==> config.mk <==
export PLATFORM = sky130hd
export DESIGN_NAME = dmem_arbiter
export DESIGN_NICKNAME = d
export VERILOG_FILES = /design/src/rtl/dmem_arbiter.sv
export SDC_FILE = /design/constraint.sdc
export NUM_CORES = 1
export LEC_CHECK = 0
export BUFFER_PORTS_ARGS = -buffer_cell sky130_fd_sc_hd__buf_2
export CELL_PAD_IN_SITES_DETAIL_PLACEMENT = 1
export CELL_PAD_IN_SITES_GLOBAL_PLACEMENT = 1
export CORE_MARGIN = 5
export CORE_UTILIZATION = 13
export DETAILED_ROUTE_END_ITERATION = 6
export GPL_ROUTABILITY_DRIVEN = 1
export PLACE_DENSITY_LB_ADDON = 0.12
export SLEW_MARGIN = 20
export SYNTH_ARGS = -nofsm -noshare
export SYNTH_HDL_FRONTEND = slang
export SYNTH_SLANG_ARGS = --single-unit
==> constraint.sdc <==
create_clock -name clk -period 1.9 [get_ports clk]
set_input_delay 0.19 -clock clk [delete_from_list [all_inputs] [get_ports clk]]
set_output_delay 0.19 -clock clk [all_outputs]
set_load 0.05 [all_outputs]
==> src/rtl/dmem_arbiter.sv <==
// Data-memory arbiter: MEM stage vs aux port, with anti-starvation
// and fixed-latency read-data routing back to the issuing requester.
module dmem_arbiter #(
  parameter int RD_LAT       = 2,
  parameter int STARVE_LIMIT = 4
) (
  input  logic        clk,
  input  logic        rst,
  input  logic [1:0]  mem_cmd,
  input  logic [31:0] mem_addr,
  input  logic [31:0] mem_din,
  output logic        mem_stall,
  output logic        mem_rsp_vld,
  output logic [31:0] mem_rsp_data,
  input  logic [1:0]  aux_cmd,
  input  logic [31:0] aux_addr,
  input  logic [31:0] aux_din,
  output logic        aux_gnt,
  output logic        aux_rsp_vld,
  output logic [31:0] aux_rsp_data,
  output logic [1:0]  DM_mem_cmd,
  output logic [31:0] DM_mem_addr,
  output logic [31:0] DM_mem_din,
  input  logic [31:0] DM_mem_dout
);

  typedef enum logic {PRI_MEM, PRI_AUX} state_t;

  state_t      state_q, state_d;
  logic [3:0]  starve_q, starve_d;
  logic        mem_act, aux_act;
  logic        mem_win, aux_win;
  logic        load_issue;
  logic        rsp_vld;
  logic [RD_LAT-1:0] vld_q, own_q;

  assign mem_act = (mem_cmd == 2'b01) || (mem_cmd == 2'b10);
  assign aux_act = (aux_cmd == 2'b01) || (aux_cmd == 2'b10);

  always_comb begin
    mem_win  = 1'b0;
    aux_win  = 1'b0;
    state_d  = PRI_MEM;
    starve_d = starve_q;
    if (!rst) begin
      aux_win = aux_act && (!mem_act || state_q == PRI_AUX);
      mem_win = mem_act && !aux_win;
    end
    // only a contested loss in PRI_MEM can reach the else branch
    if (aux_win || !aux_act) begin
      starve_d = 4'd0;
    end else begin
      starve_d = starve_q + 4'd1;
      if (starve_d == 4'(STARVE_LIMIT))
        state_d = PRI_AUX;
    end
  end

  always_comb begin
    DM_mem_cmd  = 2'b00;
    DM_mem_addr = 32'd0;
    DM_mem_din  = 32'd0;
    unique case (1'b1)
      mem_win: begin
        DM_mem_cmd  = mem_cmd;
        DM_mem_addr = mem_addr;
        DM_mem_din  = mem_din;
      end
      aux_win: begin
        DM_mem_cmd  = aux_cmd;
        DM_mem_addr = aux_addr;
        DM_mem_din  = aux_din;
      end
      default: ;
    endcase
  end

  assign mem_stall  = mem_act && !mem_win && !rst;
  assign aux_gnt    = aux_win;
  assign load_issue = (mem_win && mem_cmd == 2'b01) ||
                      (aux_win && aux_cmd == 2'b01);

  assign rsp_vld      = vld_q[RD_LAT-1] && !rst;
  assign mem_rsp_vld  = rsp_vld && !own_q[RD_LAT-1];
  assign aux_rsp_vld  = rsp_vld && own_q[RD_LAT-1];
  assign mem_rsp_data = mem_rsp_vld ? DM_mem_dout : 32'd0;
  assign aux_rsp_data = aux_rsp_vld ? DM_mem_dout : 32'd0;

  always_ff @(posedge clk) begin
    if (rst) begin
      state_q  <= PRI_MEM;
      starve_q <= 4'd0;
      vld_q    <= '0;
      own_q    <= '0;
    end else begin
      state_q  <= state_d;
      starve_q <= starve_d;
      vld_q[0] <= load_issue;
      own_q[0] <= aux_win;
      for (int i = 1; i < RD_LAT; i++) begin
        vld_q[i] <= vld_q[i-1];
        own_q[i] <= own_q[i-1];
      end
    end
  end

endmodule

==> impl_metrics.toml <==
[run_status]
status = "finished, final reports clean"

[clocking]
cts_buffers = 3
cts_tree = "built"
clkSinkCount = 9
hold_buffers = 0
cts-root-buf = "clkbuf_8"
clkSlewWorstSetupHoldPaths_ns = 0.04
ctsHtreeMaxLevel = 1
clk_latency_ns = 0.23
cts_buffer_depth = 2

[grt]
track_usage_pct = 14.5
grt_pass1_wl_um = 15200
grt_overflow = 0
grt_max_degree = 42
grt_pass1_vias = 2852
antenna_found_initial = 0

[pwr]
switchingPower_mw = 0.791
seq_power_share_pct = 12.6
vdd_ir_drop_max_mv = 0.187
p_per_area_mw_per_mm2 = 445
p_leak_nw = 2.11
power_frac_comb_pct = 73.6
clockPowerShare_pct = 13.9
fin_total_pwr_mw = 1.58
p_int_mw = 0.787
switching_share_pct = 50.1

[sta]
slew_violations = 0
setup_ws_ns = 0.0577
setup_viol_count_final = 0
max_slew_margin_pct = 81.6
min_period_over_period_pct = 97.0
fmax_mhz = 543
hold_viol = 0
tightest_slew_ns = 0.278
fin_crit_ns = 1.84
fin_skew_ns = 0.00168

[hold_path]
hp-class = "primary input to flip-flop"
hold_path_end = "vld_q[1]$_SDFF_PP0_"
min_from = "rst"
whs_path_depth = 2

[floorplanning]
die_height_um = 116
start_util_pct = 13.4
die_area_sq_mm = 0.0134
coreArea_sq_mm = 0.0109
rows = 38
num_io_pins = 300
fp.dieW_um = 116

[synthesis]
synthCells = 186
synth_nets = 355
avgSynthCellArea_sq_um = 7.82
ys_types = 22
yosys_warnings = 0
netlist_area_sq_mm = 0.00145
synth.ff_latch_count = 9
yosysSeqAreaShare_pct = 12.4

[routing]
drt_iter0_drc = 70
drc_errors = 0
wl_per_cell_um = 18.0
dr.pass1.iters = 4
route.vias.total = 2710
viasPerCell = 4.35
detail-route-antenna-nets = 0
drt_wl_total_um = 11200

[finish]
antenna_cells = 0
drive_gt1_share_pct = 69.6
nNetsFinal = 653
area_growth_pct = 144

[setup_path]
worstReg2RegEnd = "vld_q[0]$_SDFF_PP0_"
path_cells = "buf_2 > inv_1 > ha_4 > nor2_2 > nor3_4 > buf_12 > buf_12 > a22o_1 > clkbuf_4"
worstPathArrival_ns = 1.65
crit_required_ns = 1.71
cp_max_fo = 27
r2r_slack_ns = 0.63
slowest_stage = "ha_4"
crit_path_max_incr_delay_ns = 0.29
crit_top_cell = "buf_12"
end_kind = "primary output"
r2r_cells = 5
setup.worst_path.class = "primary input to primary output"
rr_startpoint = "state_q$_SDFF_PP0_"
critPathLaunchType = "primary input"

[placement]
io_buffers = 299
dp_hpwl_um = 9230
dp_slack_ns = -0.0705
gp_congestion = 0.773

[flow_run]
maxCapViolCount = 0
## worst max-delay path: cells and delay by family
kind	cells	cell delay, ns
simple gates	2	0.29
compound gates	1	0.17
buf+inv	5	0.70
fa+ha+maj	1	0.29
## per-stage QoR
| stage | hold WS (ns) | cell area (sq um) | TNS [ns] | utilization [%] | std cells |
|---|---|---|---|---|---|
| floorplan | 0.414 | 1480 | 0 | - | 186 |
| global placement | 0.418 | 3210 | -1.75 | 29.5 | 615 |
| detailed placement | 0.429 | 3210 | -2.54 | 29.5 | 615 |
| CTS | 0.296 | 3410 | 0 | 31.3 | 621 |
| global route | 0.320 | 3550 | -0.196 | 32.6 | 623 |
| finish | 0.296 | 3550 | 0 | 32.6 | 623 |
## kinds of logic after synthesis
logic type | after synthesis | share of synthesized area, %
xor+xnor | 2 | 1.21
compound gates | 68 | 41.2
flops | 9 | 12.4
simple gates | 79 | 34.7
fa+ha+maj | 3 | 2.58
buf+inv | 25 | 7.92
## Yosys cell counts
cell type  count  area [sq um]
clkbuf_1      12          45.0
xor2_1         1          8.76
a22o_1        67           587
nor3_1         1          5.00
nor2_1         5          18.8
nand3_1        1          5.00
nor4b_1        1          8.76
a211oi_2       1          12.5
buf_2          5          25.0
buf_4          4          30.0
or4_1          1          7.51
nor3b_2        1          12.5
nor3_2         1          10.0
and2_1        64           400
inv_2          1          3.75
dfxtp_1        9           180
xnor2_1        1          8.76
nor2b_1        2          12.5
nor4b_2        1          15.0
and3b_1        1          8.76
ha_1           3          37.5
inv_1          3          11.3
## metal layers
layer	wire length, um	share of wire, %	GRT usage [%]
met2	5750	51	28.0
met1	3740	33	14.6
met3	1570	14	5.64
met5	0	0	0
met4	162	1.4	3.40
## cell type report
| class | count | area (sq um) |
|---|---|---|
| clock buffer | 4 | 45.0 |
| fill | 1384 | 7340 |
| timing repair buffer | 314 | 1910 |
| sequential | 9 | 181 |
| tap | 140 | 175 |
| multi-input combinational | 152 | 1220 |
| inverter | 4 | 15.0 |
## power by group through the flow
stage | Combinational, mW | Clock (mW) | Sequential (mW)
floorplan | 0.669 | 0 | 0.201
global placement | 1.04 | 0 | 0.201
detailed placement | 1.04 | 0 | 0.201
CTS | 1.12 | 0.232 | 0.198
global route | 1.22 | 0.238 | 0.198
finish | 1.16 | 0.219 | 0.198
## what timing repair did
action | in CTS | in global routing
buffers inserted | 1 | 1
cloned | 1 | 1
pin swaps | 1 | 1
endpoints found under the setup margin | 64 | 66
resized for setup | 44 | 38
## layout by cell type (no fill, tap or decap), types with 2 or more instances in the layout
| cell | n |
|---|---|
| buf_2 | 233 |
| and2_1 | 64 |
| a22o_1 | 58 |
| buf_4 | 50 |
| clkbuf_4 | 16 |
| a22o_2 | 9 |
| dfxtp_1 | 8 |
| buf_6 | 7 |
| buf_12 | 6 |
| nor2_1 | 4 |
| inv_1 | 3 |
| clkbuf_8 | 3 |
| nor4b_2 | 2 |
| nor2b_1 | 2 |
| ha_4 | 2 |
## registers in the layout, indices dropped and copies added, names as in the netlist
register	cells
starve_q	4
own_q	2
vld_q	2
state_q	1
## worst max path at each step
stage,startpoint,to,slack (ns),cells past startpoint
after CTS,aux_cmd[1],DM_mem_din[8],0.02,9
final,mem_cmd[1],DM_mem_addr[1],0.06,9
after floorplan,aux_cmd[1],DM_mem_din[12],0.01,6
after global routing,mem_cmd[1],DM_mem_addr[18],-0.03,9
after detailed placement,aux_cmd[1],DM_mem_din[20],-0.07,8
after global placement,aux_cmd[0],DM_mem_din[9],-0.05,7
Power figures use the tool's default switching activity.
